==> src/rtl/traffic_phase_timer.sv <==
// traffic_phase_timer
// Dwell timer that sits upstream of the traffic-light FSM. It follows the FSM
// phase, counts the dwell for that phase and pulses 'advance' when the phase
// expires. It also latches pedestrian requests, which shorten GREEN, and it
// drives WALK during a RED phase that serves a request.
// Optional build macro: TPT_PRESCALE_EN. When it is defined, a tick occurs
// every PRESCALE clocks. When it is undefined, every clock is a tick.
module traffic_phase_timer #(
  parameter int unsigned CNT_W         = 8,
  parameter int unsigned GREEN_TICKS   = 20,
  parameter int unsigned YELLOW_TICKS  = 4,
  parameter int unsigned RED_TICKS     = 16,
  parameter int unsigned PED_MIN_GREEN = 5,
  parameter int unsigned PRESCALE      = 1
) (
  input  logic             clk,
  input  logic             rst,
  input  logic [1:0]       state,
  input  logic             hold,
  input  logic             ped_req,
  output logic             advance,
  output logic [CNT_W-1:0] remaining,
  output logic             ped_walk,
  output logic             ped_ack
);

  localparam logic [1:0] PH_GREEN = 2'd0;
  localparam logic [1:0] PH_YELLOW = 2'd1;

  localparam logic [CNT_W-1:0] GREEN_LOAD  = CNT_W'(GREEN_TICKS - 1);
  localparam logic [CNT_W-1:0] YELLOW_LOAD = CNT_W'(YELLOW_TICKS - 1);
  localparam logic [CNT_W-1:0] RED_LOAD    = CNT_W'(RED_TICKS - 1);
  localparam logic [CNT_W-1:0] PED_LOAD    = CNT_W'(PED_MIN_GREEN - 1);

  typedef enum logic [1:0] {
    CTL_IDLE  = 2'd0,
    CTL_COUNT = 2'd1,
    CTL_WAIT  = 2'd2
  } ctl_t;

  ctl_t             ctl_q, ctl_d;
  logic [CNT_W-1:0] cnt_q, cnt_d;
  logic [1:0]       state_q, state_d;
  logic             advance_q, advance_d;
  logic             ped_pending_q, ped_pending_d;
  logic             ped_walk_q, ped_walk_d;
  logic             ped_ack_q, ped_ack_d;

  logic             reload;     // load the counter from the live phase this clock
  logic             count_en;   // COUNT state, same phase, not held
  logic             tick;       // this clock is a dwell tick
  logic             ped_now;    // a request is pending or is arriving this clock

  // The load value is the phase dwell minus one. Illegal phase 3 uses the RED dwell.
  function automatic logic [CNT_W-1:0] dur_load(input logic [1:0] s);
    case (s)
      PH_GREEN:  return GREEN_LOAD;
      PH_YELLOW: return YELLOW_LOAD;
      default:   return RED_LOAD;
    endcase
  endfunction

`ifdef TPT_PRESCALE_EN
  localparam int unsigned      PRE_W    = (PRESCALE > 1) ? $clog2(PRESCALE) : 1;
  localparam logic [PRE_W-1:0] PRE_LOAD = PRE_W'(PRESCALE - 1);

  logic [PRE_W-1:0] pre_q, pre_d;

  assign tick = (pre_q == '0);

  // Prescaler. It reloads together with cnt and runs only while counting is enabled.
  always_comb begin
    pre_d = pre_q;
    if (reload) begin
      pre_d = PRE_LOAD;
    end else if (count_en) begin
      pre_d = tick ? PRE_LOAD : pre_q - 1'b1;
    end
  end

  // Prescaler register.
  always_ff @(posedge clk or negedge rst) begin
    if (!rst) begin
      pre_q <= '0;
    end else begin
      pre_q <= pre_d;
    end
  end
`else
  assign tick = 1'b1;
`endif

  assign ped_now = ped_pending_q | ped_req;

  // Control FSM next state. Reload takes priority over hold, and hold takes
  // priority over expiry.
  always_comb begin
    ctl_d         = ctl_q;
    cnt_d         = cnt_q;
    state_d       = state_q;
    advance_d     = 1'b0;
    ped_ack_d     = 1'b0;
    ped_walk_d    = ped_walk_q;
    ped_pending_d = ped_pending_q | ped_req;
    reload        = 1'b0;
    count_en      = 1'b0;

    case (ctl_q)
      CTL_IDLE: begin
        reload = 1'b1;
        ctl_d  = CTL_COUNT;
      end
      CTL_COUNT: begin
        if (state != state_q) begin
          reload = 1'b1;
        end else if (!hold) begin
          count_en = 1'b1;
          if (tick) begin
            if (cnt_q == '0) begin
              advance_d = 1'b1;
              ctl_d     = CTL_WAIT;
            end else if ((state_q == PH_GREEN) && ped_now && (cnt_q > PED_LOAD)) begin
              cnt_d = PED_LOAD;
            end else begin
              cnt_d = cnt_q - 1'b1;
            end
          end
        end
      end
      CTL_WAIT: begin
        if (state != state_q) begin
          reload = 1'b1;
          ctl_d  = CTL_COUNT;
        end
      end
      default: begin
        ctl_d = CTL_IDLE;
      end
    endcase

    if (reload) begin
      cnt_d   = dur_load(state);
      state_d = state;
      if (state[1]) begin
        // RED or illegal phase: serve a request that was latched earlier.
        if (ped_pending_q) begin
          ped_walk_d    = 1'b1;
          ped_ack_d     = 1'b1;
          ped_pending_d = ped_req;
        end
      end else begin
        ped_walk_d = 1'b0;
      end
    end
  end

  // State and output registers. The asynchronous reset clears every output.
  always_ff @(posedge clk or negedge rst) begin
    if (!rst) begin
      ctl_q         <= CTL_IDLE;
      cnt_q         <= '0;
      state_q       <= 2'd0;
      advance_q     <= 1'b0;
      ped_pending_q <= 1'b0;
      ped_walk_q    <= 1'b0;
      ped_ack_q     <= 1'b0;
    end else begin
      ctl_q         <= ctl_d;
      cnt_q         <= cnt_d;
      state_q       <= state_d;
      advance_q     <= advance_d;
      ped_pending_q <= ped_pending_d;
      ped_walk_q    <= ped_walk_d;
      ped_ack_q     <= ped_ack_d;
    end
  end

  assign advance   = advance_q;
  assign remaining = cnt_q;
  assign ped_walk  = ped_walk_q;
  assign ped_ack   = ped_ack_q;

endmodule

==> config.mk <==
export PLATFORM = sky130hd
export DESIGN_NAME = traffic_phase_timer
export DESIGN_NICKNAME = d
export VERILOG_FILES = /design/src/rtl/traffic_phase_timer.sv
export SDC_FILE = /design/constraint.sdc
export NUM_CORES = 1
export LEC_CHECK = 0
export BUFFER_PORTS_ARGS = -buffer_cell sky130_fd_sc_hd__buf_2
export CAP_MARGIN = 20
export CORE_MARGIN = 1
export CORE_UTILIZATION = 40
export CTS_CLUSTER_DIAMETER = 50
export DETAILED_ROUTE_END_ITERATION = 7
export MAX_ROUTING_LAYER = met4
export PLACE_DENSITY_LB_ADDON = 0.15
export SYNTH_ARGS = -nofsm -noshare
export SYNTH_HDL_FRONTEND = slang
export SYNTH_SLANG_ARGS = --single-unit
==> constraint.sdc <==
create_clock -name clk -period 3.7 [get_ports clk]
set_input_delay 0.37 -clock clk [delete_from_list [all_inputs] [get_ports clk]]
set_output_delay 0.37 -clock clk [all_outputs]
set_load 0.01 [all_outputs]
Word level (Yosys, flattened, before mapping)
Index checks and enable logic that the tools add are counted.
Storage, ports and cells
  register bits: 16
  input port bits: 6
  output and inout port bits: 11
  word-level logic and storage cells: 59
Cells by class
  add/sub/neg operators: 1
  magnitude comparators: 1
  equality and inequality tests: 12
  mux-type cells: 26
  bitwise operators: 1
  reduce and logical (&&, ||, !) cells: 11
Operator list (count)
  2-to-1 mux 8 bit: 6
  2-to-1 mux 1 bit: 13
  inequality test 2 bit (second input constant): 6
  one-hot mux 5 bit (2 select lines): 1
  > comparator 8 x 3 -> 1 bit (second input constant): 1
  zero test 8 bit: 1
  2-to-1 mux 2 bit: 4
  AND reduction 4 bit: 2
  subtractor 8 x 1 -> 8 bit (second input constant): 1
  zero test 2 bit: 3
  one-hot mux 2 bit (3 select lines): 1
  == test 2 x 1 -> 1 bit (second input constant): 2
  inequality test 2 x 1 -> 1 bit (second input constant): 2
  == test 2 bit (second input constant): 1
  logical AND 1 bit: 2
  inequality test 2 bit: 1
  one-hot mux 1 bit (2 select lines): 1
  AND reduction 2 bit: 1
  nonzero test 2 bit: 1
  OR reduction 2 bit: 1
  bitwise OR 1 bit: 1

Logic depth before layout (Yosys ltp)
Gate-level depths: netlist of the first run.
  depth after elaboration: 9
  depth in mapped cells: 7
  mapped depth without buffers: 7

Worst setup path after synthesis of the first run
Ideal clock, no wire load.
  path type: flip-flop to flip-flop
  start: register ctl_q[1]
  end: register cnt_q[2], in the netlist remaining[2]
  library setup time: 0.121 ns
  arrival: 1.784 ns
  data required time: 3.579 ns
  slack: 1.795 ns
  stages on the path, launching flop included: 8
  buffers on the path: 0
  clock period less this slack: 1.905 ns
  cell sequence: dfrtp_1 inv_1 ha_1 nor2b_1 or3b_4 a211oi_4 a31oi_1 a22o_1
On the way
  longest elaborated chain between the ends: 5
  elaborated cells between the ends (all ways): 11
  classes of those cells: 5 x eq/ne; 2 x mux; 4 x reduce/logical
RTL lines
  start: declaration: RTL line 41  | ctl_t ctl_q, ctl_d;
  start signal: assignment: RTL line 168  | ctl_q <= ctl_d;
  == test 2 bit or == test 2 x 1 -> 1 bit (tied branches)
  OR reduction 2 bit (no line)
  one-hot mux 1 bit (2 select lines): RTL line 108  | case (ctl_q)
  inequality test 2 bit (no line) (tied with other cells)
  AND reduction 4 bit (no line)
  end signal: assignment: RTL line 169  | cnt_q <= cnt_d;
  end: declaration: RTL line 42  | logic [CNT_W-1:0] cnt_q, cnt_d;
Parallel ways exist; a longest one is shown, timed or not.
A chain may end at the register's enable or synchronous reset.

Worst setup path after layout of the first run
Same ends and word-level chain as after synthesis.

==> results.py, run 1 <==
metrics = {
    "critical_path": {
        "crit_arrival_ps": 2280,
        "cp_max_fo": 7,
        "start_kind": "flop",
        "critPathKind": "flop to flop",
        "cp.required_ps": 3880,
        "end_kind": "flop",
    },
    "synthesis": {
        "syn_avg_cell_area_sq_um": 9.675,
        "yosysWarnings": 0,
        "syn-cell-area_sq_um": 977.2,
        "ys_types": 35,
        "seq_area_frac_synth": 0.4097,
        "synthTopCellsByArea": "dfrtp_1 41%, ha_1 9.0%, nor2_1 4.6%",
        "ys_ff_latch": 16,
        "synth-edff-count": 0,
        "yosysTopAreaCell": "dfrtp_1",
        "ys.flop_type": "dfrtp_1",
        "yosysMostFrequentCell": "dfrtp_1",
        "syn_inst": 101,
        "netlist.area_leader.share": 0.4097,
        "netlist_top_cells_count": "16 x dfrtp_1, 12 x nor2_1, 8 x a21oi_1, 8 x nand2_1, 7 x ha_1",
        "async_flop_share": 1.000,
        "synth.net_count": 114,
    },
    "timing": {
        "tightest_slew_ps": 673.7,
        "rsz0062_at_grt": "false",
        "slew_headroom": 0.5484,
        "hold_viol": 0,
        "setup_viol": 0,
        "clock.fmax_mhz": 477.6,
        "min_period_ps": 2094,
        "post-route-period-util": 0.5659,
        "skew_ps": 7.707,
        "drv_slew": 0,
        "fin_tns_setup_ps": 0,
        "fin_ws_ps": 1606,
    },
    "place": {
        "placed_cells_incl_taps": 145,
        "dpl_cell_area_sq_um": 1092,
        "numPortBuffers": 16,
        "routabilityCongestion": 0.8332,
        "place.detailed.hpwl_um": 1530,
        "pre_cts_ws_ps": 1634,
    },
    "floorplanning": {
        "die_height_um": 51.43,
        "die_w_um": 51.43,
        "start_util": 0.4334,
        "fp.coreArea_sq_um": 2255,
        "io_pins": 17,
        "rows": 17,
        "die-area_sq_um": 2645,
    },
    "power_and_ir_drop": {
        "comb_power_share": 0.534,
        "p_per_area_nw_per_um2": 798.5,
        "irDropWorstVdd_mv": 0.4191,
        "power_uw": 909.1,
        "leakagePower_uw": 0.0005386,
        "p_seq_frac": 0.337,
        "p_int_uw": 490.4,
        "clkPwrFrac": 0.129,
        "switchingPower_uw": 418.7,
        "switching_share": 0.4606,
    },
    "clocking": {
        "cts_tree": "done",
        "cts-root-buf": "clkbuf_4",
        "clk_pin_slew_ps": 100,
        "h-tree-depth": 1,
        "cts_hold_buffers": 1,
        "cts_inserted_buffers": 3,
        "postCtsSetupBuffers": 0,
        "ctsResizeCount": 0,
        "cts_buffer_depth": 2,
        "insertion_delay_ps": 290,
        "clkSinkCount": 16,
    },
    "global_route": {
        "met1_usage": 0.2556,
        "overflow": 0,
        "top_usage_layer": "met2",
        "grt_pass1_wl_um": 3594,
        "antenna_found_initial": 0,
        "grt_use_met2": 0.2857,
        "grt_pass1_vias": 742,
        "track_usage": 0.1936,
        "gr-usage-met3": 0.05357,
        "grt_max_degree": 17,
    },
    "cells_and_area": {
        "antenna_cells": 0,
        "area_delta_synth_final_pct": 16.52,
        "instances_no_fill": 150,
        "drive_above_1_share": 0.2131,
        "fin_area_sq_um": 1139,
        "fillerInstances": 233,
        "nNetsFinal": 136,
    },
    "detailed_routing": {
        "ant_nets": 0,
        "wl_um": 2203,
        "detail_route.vias_per_cell": 5.613,
        "vias": 842,
        "drc": 0,
        "drtIter0Drc": 21,
        "first_pass_iters": 4,
        "routedWlPerCell_um": 14.69,
    },
    "min_path": {
        "holdCritPathClass": "input port to flop",
    },
    "flow_run": {
        "maxCapViolations": 0,
    },
    "run_status": {
        "status": "finished clean",
    },
}
## cells by family (layout without fill, tap and decap cells)
| logic type | Yosys count | in the layout | share of synthesized area |
|---|---|---|---|
| simple gates | 39 | 39 | 0.2292 |
| compound gates | 30 | 30 | 0.2125 |
| flops | 16 | 16 | 0.4097 |
| fa+ha+maj | 7 | 7 | 0.08962 |
| buf+inv | 5 | 26 | 0.01921 |
| xor+xnor | 2 | 2 | 0.01793 |
| mux | 2 | 2 | 0.02177 |
## per-layer routing
layer / up-vias / share of wire
li1: 410 / -
met1: 409 / 0.49
met2: 21 / 0.46
met3: 2 / 0.037
met4: 0 / 0.0091
met5: - / 0
## worst max-delay path, cell delays in order (launching register included)
cell      delay [ps]
dfrtp_1          420
inv_1            110
ha_1             160
nor2b_1          150
or3b_4           420
a211oi_4         380
a31oi_1          130
a22o_1           200
## cells in the final DEF (no fill, tap or decap), types with 2 or more instances in the layout
cell type,instances
o21bai_1,2
nor3_1,2
dfrtp_1,16
ha_1,7
nand2b_1,2
nor2_1,12
nand3b_1,2
xor2_1,2
o21ai_0,3
buf_2,16
and3_1,2
nand2_1,8
a21o_1,2
a31oi_1,4
nand3_1,2
clkbuf_4,3
o21ai_1,4
a21oi_1,8
inv_1,5
## power groups by stage
stage	registers [uW]	logic (uW)	clock network, uW
floorplan	310	348	0
global placement	306	470	0
detailed placement	309	484	0
CTS	305	486	122
global route	318	537	129
finish	306	485	118
## sequential cells by signal, indices dropped and copies added (netlist names)
| signal | cells |
|---|---|
| ped_pending_q | 1 |
| ped_ack | 1 |
| ped_walk | 1 |
| state_q | 2 |
| ctl_q | 2 |
| remaining | 8 |
| advance | 1 |
## path summary, 6_finish.rpt
check | endpoint | depth (start not counted) | slack, ps | start
max | remaining[2] | 7 | 1610 | ctl_q[1]
min | ped_pending_q | 2 | 280 | ped_req
max reg2reg | remaining[2] | 7 | 1610 | ctl_q[1]
min reg2reg | ped_walk | 2 | 500 | ped_walk
max in group asynchronous | remaining[1] | 2 | 2920 | rst
min in group asynchronous | ctl_q[0] | 2 | 510 | rst
## layout make-up
cell class                      count  area, sq um  area share
Sequential cell                    16        400.4      0.3516
Inverter                            5        18.77     0.01648
Multi-Input combinational cell     80        558.0      0.4901
Timing Repair Buffer               17        90.09     0.07912
Tap cell                           28        35.03     0.03077
Clock buffer                        4        36.28     0.03187
## per-stage QoR
step / utilization / hold slack [ps]
4_1_cts: 0.5050 / 263.2
2_1_floorplan: - / 74.41
3_3_place_gp: 0.4845 / 311.1
6_report: 0.5050 / 277.6
5_1_grt: 0.5050 / 259.1
3_5_place_dp: 0.4845 / 310.5
Power figures use the tool's default switching activity.
==> inputs of run 2 (changes only) <==
Clock period 3.7 ns to 1.98 ns, I/O delays scaled along.
==> results.py, run 2 (same netlist as run 1, synthesis figures left out) <==
metrics = {
    "run_status": {
        "status": "finished clean",
    },
    "timing": {
        "post-route-period-util": 0.9756,
        "skew_ps": 6.682,
        "timing.hold.ws_ps": 96.75,
        "clock.fmax_mhz": 517.7,
        "rsz0062_at_grt": "true",
        "hold_viol": 0,
        "min_period_ps": 1932,
        "drv_slew": 0,
        "fin_ws_ps": 48.32,
        "tightest_slew_ps": 365.9,
        "slew_headroom": 0.7553,
        "setup_viol": 0,
        "fin_tns_setup_ps": 0,
    },
    "global_route": {
        "gr-usage-met3": 0.03869,
        "overflow": 0,
        "top_usage_layer": "met2",
        "met1_usage": 0.2537,
        "track_usage": 0.2024,
        "grt_use_met2": 0.3009,
        "antenna_found_initial": 0,
        "grt_pass1_vias": 834,
        "grt_pass1_wl_um": 3698,
        "grt_max_degree": 17,
    },
    "floorplanning": {
        "die-area_sq_um": 2645,
        "fp.coreArea_sq_um": 2255,
        "io_pins": 17,
        "rows": 17,
        "die_height_um": 51.43,
        "start_util": 0.4334,
        "die_w_um": 51.43,
    },
    "detailed_routing": {
        "drtIter0Drc": 16,
        "wl_um": 2316,
        "ant_nets": 0,
        "first_pass_iters": 4,
        "detail_route.vias_per_cell": 5.506,
        "vias": 881,
        "routedWlPerCell_um": 14.48,
        "drc": 0,
    },
    "min_path": {
        "holdPathStages": 2,
        "holdCritPathClass": "input port to flop",
    },
    "critical_path": {
        "crit_arrival_ps": 2130,
        "cp.required_ps": 2180,
        "cp_max_fo": 7,
        "r2r_cells": 7,
        "critPathKind": "flop to flop",
        "end_kind": "flop",
        "start_kind": "flop",
    },
    "flow_run": {
        "maxCapViolations": 0,
    },
    "clocking": {
        "cts_tree": "done",
        "clkSinkCount": 16,
        "cts_buffer_depth": 2,
        "h-tree-depth": 1,
        "cts_inserted_buffers": 3,
        "cts-root-buf": "clkbuf_4",
        "insertion_delay_ps": 290,
        "clk_pin_slew_ps": 110,
    },
    "cells_and_area": {
        "utilization": 0.5472,
        "antenna_cells": 0,
        "area_delta_synth_final_pct": 26.25,
        "nNetsFinal": 146,
        "drive_above_1_share": 0.2955,
        "fillerInstances": 227,
        "final_cell_mix": "16 x dfrtp_1, 16 x buf_2, 12 x nor2_1",
        "largest_reg_flops": 8,
    },
    "power_and_ir_drop": {
        "leakagePower_uw": 0.0005907,
        "irDropWorstVdd_mv": 0.9957,
        "power_uw": 1862,
        "p_per_area_nw_per_um2": 1510,
    },
    "place": {
        "place.detailed.hpwl_um": 1664,
        "pre_cts_ws_ps": -7.621,
        "numPortBuffers": 16,
        "routabilityCongestion": 0.8495,
    },
}
==> run 2: cell count changes in the layout (fill, tap and decap cells not counted), sizes merged <==
cell  delta
buf     +10
==> run 2: worst paths after layout <==
kind                       startpoint       endpoint  slack, ps
max                          ctl_q[1]   remaining[2]         50
max reg2reg                  ctl_q[1]   remaining[2]         50
min                           ped_req  ped_pending_q        100
min in group asynchronous         rst   remaining[6]        330
min reg2reg                  ped_walk       ped_walk        520
max in group asynchronous         rst     state_q[1]       1370
==> run 2: final cells by class <==
| type | instances | area, sq um | area share |
|---|---|---|---|
| clock buffer | 4 | 36.28 | 0.02941 |
| inverter | 5 | 18.77 | 0.01521 |
| sequential | 16 | 400.4 | 0.3245 |
| tap | 28 | 35.03 | 0.02840 |
| multi-input combinational | 80 | 578.1 | 0.4686 |
| timing repair buffer | 27 | 165.2 | 0.1339 |
==> run 2: power by group <==
| group | switching (uW) | leakage [uW] | internal, uW |
|---|---|---|---|
| combinational | 606 | 0.000377 | 478 |
| sequential | 109 | 0.000192 | 441 |
| clock | 115 | 0.0000210 | 112 |
==> run 2: per-layer routing <==
| metal | routed length [um] | share of wire |
|---|---|---|
| met1 | 1070 | 0.46 |
| met3 | 98 | 0.042 |
| met5 | 0 | 0 |
| met2 | 1103 | 0.48 |
| met4 | 43 | 0.019 |
==> run 2: worst max-delay path: stages, from the launching register on <==
cell      delay [ps]
dfrtp_1          400
inv_2             80
ha_4             130
nor2b_4          130
or3b_4           410
a211oi_4         380
a31oi_1          130
a22o_1           190
==> run 2: timing repair <==
action	4_1_cts	5_1_grt
hold endpoints to repair	16	0
pin swaps	1	5
setup buffers	0	1
resized for setup	0	5
gates cloned	0	0
hold buffers	1	0
endpoints found under the setup margin	2	6
==> run 2: stage by stage <==
step | instance area, sq um | cells
floorplan | 977.2 | 101
global placement | 1160 | 154
detailed placement | 1160 | 154
CTS | 1206 | 159
global route | 1234 | 160
finish | 1234 | 160
==> inputs of run 3 (changes only) <==
Settings changed: BUFFER_PORTS_ARGS -buffer_cell sky130_fd_sc_hd__buf_2 to unset, DONT_BUFFER_PORTS set to 1.
==> results.py, run 3 (same netlist as run 1, synthesis figures left out) <==
metrics = {
    "run_status": {
        "status": "finished clean",
    },
    "global_route": {
        "overflow": 0,
        "track_usage": 0.2077,
        "grt_max_degree": 17,
        "antenna_found_initial": 0,
        "grt_pass1_wl_um": 3891,
        "grt_pass1_vias": 836,
    },
    "floorplanning": {
        "start_util": 0.4334,
        "rows": 17,
        "die_w_um": 51.43,
        "die-area_sq_um": 2645,
        "fp.coreArea_sq_um": 2255,
        "io_pins": 17,
        "die_height_um": 51.43,
    },
    "clocking": {
        "h-tree-depth": 1,
        "clk_pin_slew_ps": 100,
        "cts-root-buf": "clkbuf_4",
        "cts_tree": "done",
        "cts_buffer_depth": 2,
        "insertion_delay_ps": 290,
        "clkSinkCount": 16,
        "cts_inserted_buffers": 3,
    },
    "cells_and_area": {
        "largest_reg_flops": 8,
        "final_common_cell": "dfrtp_1",
        "antenna_cells": 0,
        "final_cell_mix": "16 x dfrtp_1, 15 x buf_4, 12 x nor2_1",
        "nNetsFinal": 136,
        "instances_no_fill": 150,
        "drive_above_1_share": 0.2377,
        "area_delta_synth_final_pct": 23.69,
        "fillerInstances": 216,
    },
    "critical_path": {
        "cp.required_ps": 2200,
        "end_kind": "flop",
        "cp_max_fo": 6,
        "critPathKind": "flop to flop",
        "r2r_slack_ps": 20,
        "crit_arrival_ps": 2180,
        "start_kind": "flop",
    },
    "timing": {
        "slew_headroom": 0.5003,
        "tightest_slew_ps": 747.0,
        "min_period_ps": 1958,
        "setup_viol": 0,
        "post-route-period-util": 0.9891,
        "drv_slew": 0,
        "skew_ps": 5.706,
        "rsz0062_at_grt": "true",
        "hold_viol": 0,
        "clock.fmax_mhz": 510.6,
    },
    "detailed_routing": {
        "vias": 850,
        "drc": 0,
        "routedWlPerCell_um": 15.37,
        "drtIter0Drc": 20,
        "detail_route.vias_per_cell": 5.667,
        "first_pass_iters": 4,
        "ant_nets": 0,
        "wl_um": 2306,
    },
    "power_and_ir_drop": {
        "power_uw": 1867,
        "p_per_area_nw_per_um2": 1544,
        "leakagePower_uw": 0.0005543,
        "irDropWorstVdd_mv": 0.8052,
    },
    "place": {
        "place.detailed.hpwl_um": 1703,
        "placed_cells_incl_taps": 142,
        "routabilityCongestion": 0.8360,
        "numPortBuffers": 0,
    },
    "flow_run": {
        "maxCapViolations": 0,
    },
    "min_path": {
        "holdCritPathClass": "input port to flop",
    },
}
==> run 3: cell types whose count changed in the layout (fill, tap and decap cells not counted) <==
cell	change
buf_4	+5
dlygate4sd3_1	+1
o41ai_2	+1
buf_2	-16
o41ai_1	-1
==> run 3: through the flow <==
stage	util	hold slack (ps)	TNS (ps)	setup slack, ps	instance area, sq um
floorplan	-	-97.59	0	74.56	977.2
CTS	0.5172	4.037	0	14.51	1166
detailed placement	0.4922	-97.13	0	2.922	1110
global route	0.5361	3.402	-260.2	-72.88	1209
global placement	0.4922	-97.18	0	64.62	1110
finish	0.5361	6.599	0	21.54	1209
==> run 3: what timing repair did <==
action                                  4_1_cts  5_1_grt
buffers inserted                              0        2
endpoints found under the setup margin        3        8
pin swaps                                     1        4
endpoints found under the hold margin        17        0
resized for setup                             0        6
hold buffers                                  2        0
==> run 3: path summary, 6_finish.rpt <==
kind,endpoint,depth (start not counted),from
max reg2reg,remaining[3],8,ctl_q[1]
min reg2reg,ped_pending_q,1,ped_pending_q
max in group asynchronous,remaining[2],1,rst
min,state_q[0],2,state[0]
max,remaining[3],8,ctl_q[1]
min in group asynchronous,ped_ack,1,rst
==> run 3: worst max-delay path, stage by stage, from the launching register on <==
cell and delay (ps):
dfrtp_1 400, inv_2 80, ha_4 130, nor2b_4 130, or3b_4 410, a211oi_4 360, buf_4 180, nand2b_1 60
a31oi_1 150
==> run 3: final cells by class <==
| cell class | instances | area [sq um] | area share |
|---|---|---|---|
| clock buffer | 4 | 36.28 | 0.03002 |
| inverter | 5 | 18.77 | 0.01553 |
| multi-input combinational | 80 | 585.6 | 0.4845 |
| sequential | 16 | 400.4 | 0.3313 |
| tap | 28 | 35.03 | 0.02899 |
| timing repair buffer | 17 | 132.6 | 0.1097 |
==> run 3: metal layers <==
layer	up-vias	GRT usage	routed length, um
met5	-	-	0
met4	0	0.07207	0
met3	0	0.07440	127
met2	23	0.3095	1108
met1	413	0.2593	1070
li1	414	-	-
==> run 3: report_power, final <==
part	internal (uW)	total (uW)	switching (uW)
combinational	489	1070	582
sequential	441	575	134
clock	112	221	109
